===== src/rtl/wimax_pkg.sv =====
// Shared sizes, generator polynomials and FSM state type for the WiMAX FEC chain.
package wimax_pkg;

    localparam int BLOCK_BITS = 96;
    localparam int CODED_BITS = 192;
    localparam int CC_K       = 7;
    localparam int CNT_W      = 7;

    localparam logic [CC_K-1:0] CC_G1 = 7'o171;
    localparam logic [CC_K-1:0] CC_G2 = 7'o133;

    typedef enum logic [1:0] {
        IDLE   = 2'd0,
        LOAD   = 2'd1,
        ENCODE = 2'd2
    } fec_state_t;

endpackage


===== src/rtl/cc_enc_core.sv =====
// Combinational K=7 convolutional encoder core: shift-register state plus current bit -> (X, Y).
module cc_enc_core
    import wimax_pkg::*;
(
    input  logic [CC_K-2:0] i_state,
    input  logic            i_bit,
    output logic            o_x,
    output logic            o_y
);

    // Generator MSB is delay 0, LSB is delay 6; i_state[0] holds delay 1.
    logic [CC_K-1:0] w_taps;

    assign w_taps[CC_K-1] = i_bit;

    generate
        for (genvar gi = 0; gi < CC_K-1; gi++) begin : g_taps
            assign w_taps[CC_K-2-gi] = i_state[gi];
        end
    endgenerate

    assign o_x = ^(w_taps & CC_G1);
    assign o_y = ^(w_taps & CC_G2);

endmodule


===== src/rtl/fec_encoder.sv =====
// Rate-1/2 K=7 tail-biting convolutional encoder: collects 96-bit blocks, emits 192 coded bits.
module fec_encoder
    import wimax_pkg::*;
(
    input  logic clk,
    input  logic resetN,
    input  logic valid_in,
    input  logic data_in,
    output logic ready_out,
    output logic valid_out,
    output logic q,
    input  logic ready_in
);

    localparam logic [CNT_W-1:0] LAST_IDX = CNT_W'(BLOCK_BITS - 1);

    fec_state_t             r_state;
    fec_state_t             w_state_next;
    logic [CNT_W-1:0]       r_in_cnt;
    logic [CNT_W-1:0]       r_out_cnt;
    logic                   r_phase;
    logic [CC_K-2:0]        r_enc_state;
    logic [BLOCK_BITS-1:0]  r_block;

    logic                   w_in_fire;
    logic                   w_out_fire;
    logic                   w_last_in;
    logic                   w_last_out;
    logic                   w_cur_bit;
    logic                   w_x;
    logic                   w_y;
    logic [CC_K-2:0]        w_preload;

    // Fire terms come from the state register so they never loop through the output logic.
    assign w_in_fire  = valid_in && (r_state == LOAD);
    assign w_out_fire = ready_in && (r_state == ENCODE);
    assign w_last_in  = w_in_fire && (r_in_cnt == LAST_IDX);
    assign w_last_out = w_out_fire && r_phase && (r_out_cnt == LAST_IDX);
    assign w_cur_bit  = r_block[r_out_cnt];

    always_ff @(posedge clk or negedge resetN) begin
        if (!resetN) r_state <= IDLE;
        else         r_state <= w_state_next;
    end

    always_comb begin
        w_state_next = r_state;
        ready_out    = 1'b0;
        valid_out    = 1'b0;
        unique case (r_state)
            IDLE: w_state_next = LOAD;
            LOAD: begin
                ready_out = 1'b1;
                if (w_last_in) w_state_next = ENCODE;
            end
            ENCODE: begin
                valid_out = 1'b1;
                if (w_last_out) w_state_next = LOAD;
            end
            default: w_state_next = IDLE;
        endcase
    end

    always_ff @(posedge clk or negedge resetN) begin
        if (!resetN)        r_in_cnt <= '0;
        else if (w_in_fire) r_in_cnt <= w_last_in ? '0 : r_in_cnt + 1'b1;
    end

    always_ff @(posedge clk or negedge resetN) begin
        if (!resetN) begin
            r_out_cnt <= '0;
            r_phase   <= 1'b0;
        end else if (w_out_fire) begin
            r_phase <= ~r_phase;
            if (r_phase) r_out_cnt <= w_last_out ? '0 : r_out_cnt + 1'b1;
        end
    end

    always_ff @(posedge clk) begin
        if (w_in_fire) r_block[r_in_cnt] <= data_in;
    end

    // Bit 95 is still on data_in when the tail-biting preload happens.
    assign w_preload[0] = data_in;
    generate
        for (genvar gi = 1; gi < CC_K-1; gi++) begin : g_preload
            assign w_preload[gi] = r_block[BLOCK_BITS-1-gi];
        end
    endgenerate

    always_ff @(posedge clk or negedge resetN) begin
        if (!resetN)                    r_enc_state <= '0;
        else if (w_last_in)             r_enc_state <= w_preload;
        else if (w_out_fire && r_phase) r_enc_state <= {r_enc_state[CC_K-3:0], w_cur_bit};
    end

    cc_enc_core u_core (
        .i_state (r_enc_state),
        .i_bit   (w_cur_bit),
        .o_x     (w_x),
        .o_y     (w_y)
    );

    assign q = (r_state == ENCODE) && (r_phase ? w_y : w_x);

endmodule


===== config.mk =====
export PLATFORM = sky130hd
export DESIGN_NAME = fec_encoder
export DESIGN_NICKNAME = d
export VERILOG_FILES = /design/src/rtl/wimax_pkg.sv /design/src/rtl/cc_enc_core.sv /design/src/rtl/fec_encoder.sv
export SDC_FILE = /design/constraint.sdc
export NUM_CORES = 1
export LEC_CHECK = 0
export CORE_MARGIN = 5
export CORE_UTILIZATION = 55
export DETAILED_ROUTE_END_ITERATION = 6
export HOLD_SLACK_MARGIN = 0.05
export PLACE_DENSITY = 0.69
export SETUP_SLACK_MARGIN = 0.15
export SYNTH_ARGS = -nofsm -noshare
export SYNTH_HDL_FRONTEND = slang
export SYNTH_SLANG_ARGS = --single-unit

===== constraint.sdc =====
create_clock -name clk -period 2.5 [get_ports clk]
set_clock_uncertainty 0.05 [all_clocks]
set_input_delay 0.5 -clock clk [delete_from_list [all_inputs] [get_ports clk]]
set_output_delay 0.5 -clock clk [all_outputs]
set_load 0.01 [all_outputs]

# == Word level (Yosys, flattened, before mapping) ==
# Index checks and enable logic that the tools add are counted.
# op_classes
n_addsub,2
multipliers,0
div,0
n_lt_le_gt_ge,3
n_eq_ne,6
shift,0
mux,15
bitwise_logic,1
n_reduce_logical,13
# op_table
operator,count
$bwmux 96,1
$lt 7x8->1 const B,2
$add 7x1->7 const B,2
$eq 7x7->1 const B,2
$mux 7,2
$reduce_xor 7->1,2
$mux 6,2
$bmux 1 s7,1
$demux 1 s7,1
$ge 7x1->1 const B,1
$logic_and 1x1->1,7
$pmux 2 s3,1
$mux 1,5
$mux 2,2
$ne 2x2->1 const B,2
$reduce_and 2->1,2
$eq 2x1->1 const B,1
$eq 2x2->1 const B,1
$logic_not 2->1,1
$reduce_bool 2->1,1
$not 1->1,1
# word_totals
reg_bits,119
latch_bits,0
ram_bits,0
romBits,0
input_bits,5
out_inout_bits,3
memories,0

# == Depth between registers and ports, before layout ==
# Gate-level depths: netlist of run 1.
# logic_depth
word_depth,6
mapped_depth,9
depth_no_buf,7

# == Hierarchy ==
# Synthesis of run 1 repeated with hierarchy kept, for this count alone.
# unflattened
cells_unflattened,430
area_unflattened_um2,5527.8
# modules_own_cells
module,n_inst,cells_each,area_per_inst_um2,seq_area_each_um2
fec_encoder,1,426,5455.2,3458.3
cc_enc_core,1,4,72.6,0.0

# == Least setup slack after synthesis of run 1 ==
# OpenSTA, ideal clock, no wires.
# synth_path
path_type,reg2out
startpoint,register r_out_cnt[0]
endpoint,output port q
t_arrival_ps,1914
required_ps,1950
path_slack_ps,36
path_stages_with_launch,10
path_buffers,3
cell_sequence,dfrtp_1 > buf_6 > buf_12 > buf_8 > mux2i_1 > a22oi_1 > a32oi_1 > a2111o_1 > nand4_1 > nor3b_2
# synth_between
elab_chain_cells,5
word_cells_on_any_way,6
cone_classes,3 x mux; 3 x reduce/logical
# synth_lines
item,line_no,source
"start, declared",fec_encoder.sv:20,logic [CNT_W-1:0] r_out_cnt;
"start signal, assigned",fec_encoder.sv:75,if (r_phase) r_out_cnt <= w_last_out ? '0 : r_out_cnt + 1'b1;
$bmux 1 s7 *,fec_encoder.sv:39,assign w_cur_bit = r_block[r_out_cnt];
$mux 1 (not written as such) *,fec_encoder.sv:39,
$reduce_xor 7->1 (on tied branches),"cc_enc_core.sv:22, cc_enc_core.sv:23",
$mux 1 *,fec_encoder.sv:104,assign q = (r_state == ENCODE) && (r_phase ? w_y : w_x);
$logic_and 1x1->1 *,fec_encoder.sv:104,
"end, declared",fec_encoder.sv:11,"output logic q,"
# Every way passes the cells marked *; elsewhere a longest branch is shown, timed or not. The select of a mux whose other input is x is not followed.

# == Final worst setup path of run 1 ==
# Same ends and word-level chain as after synthesis.

==> summary.md, run 1 <==
After detailed routing, the number of remaining DRC violations is 0. Leaving out fill and tap cells, the most frequent cell in the layout is sky130_fd_sc_hd__nor2_1. The pre-CTS setup slack was -661.9 ps.

In this run the register-to-register setup slack is 120 ps. After synthesis, the netlist uses 46 different library cells. The starting DRC count in detailed routing came out at 301. CTS built an H-tree with a depth of 4. For this design the total switching power over the nets is 0.001219 W.

The leading register cell type out of synthesis is sky130_fd_sc_hd__edfxtp_1. For the worst path setup slack after routing, the log shows -811.3 ps. For this run, the slowest stage of the critical path takes 560 ps. The final HPWL from detailed placement is 7992 um, and the worst reg-to-reg path cell count is 8. The per-cell routed wire length works out to 19.86 um. The initial utilization of the core area, before any placement, comes to 56.08%. The global-route wire length before repair is 19500 um, and the number of diodes is 0. The number of max-capacitance violations reported came out at 0. The cell area that synthesis handed to floorplanning was 5456 um2. The overall power of the completed layout came out at 0.005069 W. Setup repair after global routing could not meet its margin everywhere.

The library cells used most frequently in the layout, excluding fill and tap cells, are sky130_fd_sc_hd__nor2_1 (107), sky130_fd_sc_hd__edfxtp_1 (96), sky130_fd_sc_hd__buf_4 (48). The start point of the critical path was r_out_cnt[0]$_DFFE_PN0P_. For the finished layout, the period the worst path requires is 3311 ps. Summing the areas of all fa, ha and maj instances in the mapped netlist gives 0.4586% of the synthesized area.

The pre-antenna-repair detailed-routing pass consisted of 5 iterations. The aggregate global-route resource usage is 22.87%. Summing the sequential cell areas from Yosys gives 63.38% of the chip area. The via count of the first global-routing pass is 3565. In this run the critical register-to-register path is captured at r_enc_state[0]$_DFFE_PN0P_. After floorplanning, the core was divided into 36 placement rows. For the total of hold buffers inserted after clock tree synthesis, the log shows 0. Largest driver fanout on the critical path: 11. The port buffer count was 7. The signal on the critical path passes through buf_12, mux4_1, a22oi_1, a221oi_1, o21bai_4, a31oi_2, nor3b_4, buf_2. The routed layout has 3715 vias. In this run the deepest clock path goes through 2 buffers. The number of vias per cell after detailed routing is 5.916. Sorting the synthesized cells by area gives the leading types as sky130_fd_sc_hd__edfxtp_1 (53%), sky130_fd_sc_hd__dfrtp_1 (11%), sky130_fd_sc_hd__nor2_1 (7.4%). Per report_power, the sequential group accounts for 45.3% of the total.

Multiplexer cells account for 11.74% of the synthesized area. Synthesis produced a netlist whose cell count is 430. The capturing instance or port of the critical path was q. In this run, synthesis inferred 96 flip-flops with an integrated enable. When the netlist entered floorplanning its net count stood at 437. The average cell area after synthesis was 12.69 um2; the remaining max-slew budget at the tightest pin was 71.03%. The count of antenna-violating nets left after detailed routing was 0; the final count of hold timing violations was 0. During synthesis, Yosys emitted a total of 0 warnings. Data on the critical path arrives at its endpoint at 2760 ps. By area, the combinational part of the netlist is dominated by simple AND/OR/NAND/NOR gates. The tools report the required arrival time at the worst endpoint as 1950 ps. In this run switching power makes up 24.05% of total power. Dividing the final minimum period by the clock period gives 132.5%. The flow ran to the end, but the final reports show violations. The later pin in the worst-skew pair is clocked with a latency of 520 ps. The share of flip-flops with an asynchronous set or reset after synthesis came out at 19.33%. The total power per unit cell area is 770.8 nW/um2.

Summing the areas of all compound-gate instances in the mapped netlist gives 5.228% of the synthesized area. The internal portion of the total power is 0.003850 W. For this design the static power due to leakage is 2.298 nW. The path class of the tightest hold or removal check is input port to async pin.

The simple-gate portion of the synthesized area works out to 14.79%. The layout filler cell count was 696. Buffers inserted during clock tree synthesis total 17. 8 I/O pins were placed. The tools report the type of destination of the critical path as an output port. Start-to-end type of the worst setup path: flop to output port.

The share of total power dissipated in the clock network is 45.7%. The tools report the maximum clock rate as 302.0 MHz. Entering global routing, the biggest net connects 98 pins. Layout net count: 489.

The total wirelength of the detailed-routed design was 12480 um; the final RePlAce weighted congestion was 0.8119. Cells with a size suffix above 1 make up 21.82% of the layout. The region available for standard cell placement spans 9729 um2. The number of max-slew violations in the final report is 0, and the register bit total from synthesis is 119. The floorplan step set the die height to 109.6 um.

For this run the aggregate overflow at the end of global routing stands at 0. TritonCTS built the clock tree. The synthesized netlist devotes 1.605% of its cell area to XOR and XNOR gates. The clock drives 119 sinks. The transition time at the pin with the least slew margin was 434.6 ps; the chip width was 109.6 um.

The tools report the area of the die as 12010 um2. The cell type contributing the most total cell area after synthesis is sky130_fd_sc_hd__edfxtp_1. In this run, the combinational gates consume 9.0% of the power.

The synthesized design devotes to its leading area cell type 52.83% of total area. The startpoint identified for the worst register-to-register timing path is r_out_cnt[0]$_DFFE_PN0P_. Count of final setup violators: 1.

After clock tree synthesis, the clock-pin slew on the worst setup and hold paths is 60 ps. The worst-case IR drop observed on VDD is 0.5614 mV. Relative to the synthesized area, the layout overhead comes to 20.52%. Among all stages on the critical path, the largest delay is contributed by sky130_fd_sc_hd__mux4_1. Final hold analysis gives a worst-case slack of 297.9 ps. Startpoint kind of the worst setup timing path: a flop. Initial antenna violation count: 0.

The tools report the CTS root buffer as sky130_fd_sc_hd__clkbuf_8. The checks that failed: setup timing.
[area by class of cell]
| class | instances | area, um2 | area share (%) |
|---|---|---|---|
| flip-flops and latches | 119 | 3460 | 52.61 |
| multi-input cells | 282 | 1887 | 28.69 |
| clock buffers | 25 | 516.7 | 7.858 |
| repair buffers | 58 | 470.5 | 7.154 |
| well taps | 133 | 166.4 | 2.530 |
| clock inverters | 7 | 61.31 | 0.9323 |
| inverters | 4 | 15.01 | 0.2283 |
[worst min-delay path by stage]
stage / cells past startpoint / to / slack (ps)
detailed placement: 2 / r_enc_state[3]$_DFFE_PN0P_ / 420
CTS: 2 / r_in_cnt[5]$_DFFE_PN0P_ / 290
global route: 2 / r_in_cnt[0]$_DFFE_PN0P_ / 330
floorplan: 0 / r_enc_state[0]$_DFFE_PN0P_ / 150
global placement: 2 / r_enc_state[3]$_DFFE_PN0P_ / 410
finish: 2 / r_in_cnt[5]$_DFFE_PN0P_ / 300
[logic make-up after synthesis]
group                    after synthesis
XOR/XNOR                              10
buffers and inverters                 29
multiplexers                          43
flip-flops                           119
AND/OR/NAND/NOR                      187
adder cells (fa/ha/maj)                2
AO/OA/AOI/OAI                         40
[power groups by stage]
stage          logic, W  registers, W  clock network (W)
2_1_floorplan  0.000320       0.00228                  0
3_3_place_gp   0.000444       0.00233                  0
3_5_place_dp   0.000455       0.00233                  0
4_1_cts        0.000458       0.00229            0.00234
5_1_grt        0.000503       0.00231            0.00244
6_report       0.000456       0.00230            0.00232
[registers in the layout (all words and copies together) (netlist names)]
name,flops
r_phase,1
r_enc_state,6
r_in_cnt,7
r_out_cnt,7
r_block,96
r_state,2
[stage by stage]
step,utilization [%],TNS [ps],cells,instance area [um2]
after floorplan,-,0,430,5469
after global placement,61.15,-654.2,593,5949
after detailed placement,61.15,-661.9,593,5949
after CTS,67.36,-823.2,628,6554
after global routing,67.59,-891.5,628,6576
final,67.59,-811.3,628,6576
[worst max-delay path: cells and delay by family (launching register included)]
kind / cells / cell delay (ps)
AOI/OAI and AO/OA: 4 / 690
buffers and inverters: 2 / 330
DFF: 1 / 460
muxes: 1 / 560
and+or+nand+nor: 1 / 200
[Yosys cell counts, drive strengths merged (9+ instances only)]
| library cell | count |
|---|---|
| nand2 | 36 |
| edfxtp | 96 |
| dfrtp | 23 |
| nand3 | 11 |
| buf | 9 |
| clkbuf | 16 |
| mux2i | 22 |
| a22oi | 13 |
| nor2b | 9 |
| mux4 | 13 |
| nor2 | 108 |
[routing by layer]
| metal | GRT usage (%) | part of all wire (%) | vias up | wire length (um) |
|---|---|---|---|---|
| li1 | - | - | 1669 | - |
| met1 | 31.13 | 43 | 1868 | 5392 |
| met2 | 35.00 | 47 | 147 | 5876 |
| met3 | 5.989 | 6.9 | 31 | 860 |
| met4 | 9.795 | 2.8 | 0 | 346 |
| met5 | 0 | 0 | - | 0 |
[timing repair]
item                                    CTS  global route
gates resized for setup                  11             5
pin swaps                                 1             0
buffers inserted                          3             0
endpoints found under the setup margin    3             3
(Power assumes the default switching activity.)
==> run 2, diff against run 1 <==
Settings changed: CORE_UTILIZATION 55 to 58, MAX_ROUTING_LAYER set to met4, PLACE_DENSITY 0.69 to 0.73.
==> summary.md, run 2 (same netlist as run 1, synthesis figures left out) <==
The type of destination of the critical path is an output port. The via count of the routed design was 3597 (-3.2%); the initial antenna violation count was 0 (unchanged). The maximum clock rate is 309.3 MHz (+2.4%). The clock-pin slew of the registers on the worst-case setup and hold paths came out at 60 ps (about the same).

The area growth from synthesis to final layout came out at 18.48%. The run gives 5889 um2 (-1.0%) as the placed instance area. The required arrival time at the worst endpoint was 1950 ps (about the same). The tools report the maximum number of pins on one net before global-route repair as 39 (-60%). The run gives 5 (unchanged) as the total iterations of the first detailed-routing run. In this run the critical register-to-register path is captured at r_enc_state[0]$_DFFE_PN0P_. The vertical extent of the die is 107.0 um (-2.4%). The tools report the leakage power as 2.235 nW (-2.7%). The worst setup path is of the flop to output port kind.

The proportion of total power due to net switching is 25.57% (+1.5 points). The logs give 8 (unchanged) for the number of primary I/O pins and 59.33% (+3.3 points) for the initial standard-cell utilization of the core. The share of total power in the clock network was 45.2% (-0.5 points). The number of vias per cell after detailed routing was 6.025 (+1.9%); the final HPWL from detailed placement was 7850 um (-1.8%). The per-cell routed wire length is 20.50 um (+3.2%).

The power dissipated by switching net loads was 0.001288 W (+5.6%); the aggregate global-route resource usage was 24.11% (+1.2 points). For the number of H-tree branching levels, the log shows 4 (unchanged). TritonCTS built the clock tree. The clock period minus final worst setup slack is 3233 ps (-78.15 ps).

The run gives 3460 um2 (unchanged) as the flip-flop and latch area. The core area was 9196 um2 (-5.5%). Design area: 6465 um2 (-1.7%).

For the area of the die, the log shows 11450 um2 (-4.7%). The total power per unit cell area is 778.9 nW/um2 (+1.0%), and the starting DRC count in detailed routing is 380 (+26%). Chip width: 107.0 um (-2.4%). The count of final setup violators came out at 1 (unchanged). The overall power of the completed layout came out at 0.005036 W (-0.66%). Clock buffer count from CTS: 17 (unchanged).

The top cell types in the final layout, fill and taps aside, are sky130_fd_sc_hd__nor2_1 (107), sky130_fd_sc_hd__edfxtp_1 (96), sky130_fd_sc_hd__buf_4 (39). The run gives 520 ps (about the same) as the clock insertion delay at the later pin of the skew report. The logs give 9.2% (+0.2 points) for the combinational cell fraction of total power and -733.2 ps (+78.15 ps) for the worst path setup slack after routing. Maximum VDD drop: 0.7431 mV (+32%). The tools report the internal power as 0.003748 W (-2.7%).

On the critical path, the stage with the largest delay is an instance of sky130_fd_sc_hd__mux4_2. The largest driver fanout on the critical path works out to 10 (-1). The transition time at the pin with the least slew margin came out at 553.7 ps (+119.1 ps). The part of the cycle the worst path needs works out to 129.3% (-3.1 points). The maximum clock insertion buffer count is 2 (unchanged), and the worst reg-to-reg path cell count is 7 (-1). Most frequent standard cell in the layout excluding fill and tap cells: sky130_fd_sc_hd__nor2_1. Peak per-stage delay on the critical path: 530 ps (-30 ps). The critical path starts at r_out_cnt[0]$_DFFE_PN0P_. For the layout net count, the log shows 480 (-1.8%).

The combined area of the multi-input logic cells was 1883 um2 (-0.20%). The clock sink count was 119 (unchanged); the remaining max-slew budget at the tightest pin was 63.09% (-7.9 points). The signal on the critical path passes through buf_12, mux4_2, a22oi_2, a221oi_2, o21bai_2, a31oi_2, nor3b_4, buf_2.

Final count of hold timing violations: 0 (unchanged). The total wirelength of the detailed-routed design was 12240 um (-1.9%); the port buffer count was 7 (unchanged). Number of rows in the core area: 35 (-2.8%). The slack of the worst reg-to-reg path came out at 210 ps (+90 ps).

Portion of total power attributed to sequential cells: 45.6% (+0.3 points). The tree is rooted in a sky130_fd_sc_hd__clkbuf_8. The tools report the layout filler cell count as 651 (-6.5%).

For the arrival time reported for the critical path endpoint, the log shows 2680 ps (-80 ps). The register with the most flip-flops in the final layout is r_block. Number of max-capacitance violations reported: 0 (unchanged). The startpoint identified for the worst register-to-register timing path is r_out_cnt[0]$_DFFE_PN0P_. The number of max-slew violations in the final report is 0 (unchanged).

Share of post-route cells with drive strength above 1: 21.40% (-0.42 points). The checks that failed: setup timing. The overflow left after global routing is 0 (unchanged), and the count of antenna-violating nets left after detailed routing is 0 (unchanged).

The final RePlAce weighted congestion came out at 0.8603 (+6.0%). Setup repair after global routing could not meet its margin everywhere. The flow ran to the end, but the final reports show violations. In the final layout, the registers with the most flip-flops are r_block x96, r_in_cnt x7, r_out_cnt x7. The worst setup path is launched from a flop. Flip-flop count of the largest register, all copies and words added: 96 (unchanged). The type of the worst min-delay path is input port to async pin. For the global-route wire length before repair, the log shows 19820 um (+1.7%).

The run gives 0 (unchanged) as the count of unresolved DRC violations after routing. The via count of the first global-routing pass is 3666 (+2.8%), and the number of diodes is 0 (unchanged).
## run 2: cell type report
type / count / area share, %
multi-input cells: 282 / 29.13
inverters: 4 / 0.2322
clock buffers: 19 / 6.522
clock inverters: 13 / 2.032
flip-flops and latches: 119 / 53.51
repair buffers: 49 / 6.425
well taps: 111 / 2.148
## run 2: stage by stage
stage | util (%) | setup TNS [ps] | hold WS, ps | setup WS (ps) | instances
3_3_place_gp | 64.04 | -602.4 | 422.3 | -602.4 | 565
4_1_cts | 70.11 | -749.5 | 285.2 | -749.5 | 597
3_5_place_dp | 64.04 | -648.7 | 432.1 | -648.7 | 565
2_1_floorplan | - | 0 | 154.4 | 57.31 | 430
5_1_grt | 70.30 | -830.2 | 310.6 | -830.2 | 597
6_report | 70.30 | -733.2 | 290.5 | -733.2 | 597
## run 2: critical path: cells and delay by family, from the launching register on
family | cells | cell delay (ps)
flip-flops | 1 | 440
multiplexers | 1 | 530
AO/OA/AOI/OAI | 4 | 670
AND/OR/NAND/NOR | 1 | 200
buffers and inverters | 2 | 340
## run 2: how the worst max path moves through the flow
stage	to	cells past startpoint
2_1_floorplan	q	9
3_3_place_gp	q	8
3_5_place_dp	q	8
4_1_cts	q	8
5_1_grt	q	9
6_report	q	8
## run 2: power groups by stage
stage / sequential (W) / combinational (W) / clock, W
finish: 0.00230 / 0.000463 / 0.00227
global route: 0.00231 / 0.000505 / 0.00239
CTS: 0.00230 / 0.000460 / 0.00230
detailed placement: 0.00233 / 0.000459 / 0
global placement: 0.00233 / 0.000446 / 0
floorplan: 0.00228 / 0.000320 / 0
## run 2: per-layer routing
metal  vias to the layer above  track usage (%)  wire (um)
met5                         -                -          0
met4                         0            6.301        179
met3                        20            7.285        960
met2                       162            37.54       6056
met1                      1774            31.36       5041
li1                       1641                -          -
## run 2: timing repair
| item | 4_1_cts | 5_1_grt |
|---|---|---|
| hold buffers | 0 | 0 |
| pin swaps | 3 | 3 |
| endpoints found under the setup margin | 2 | 3 |
| buffers inserted | 0 | 0 |
| endpoints found under the hold margin | 0 | 0 |
| resized for setup | 16 | 4 |
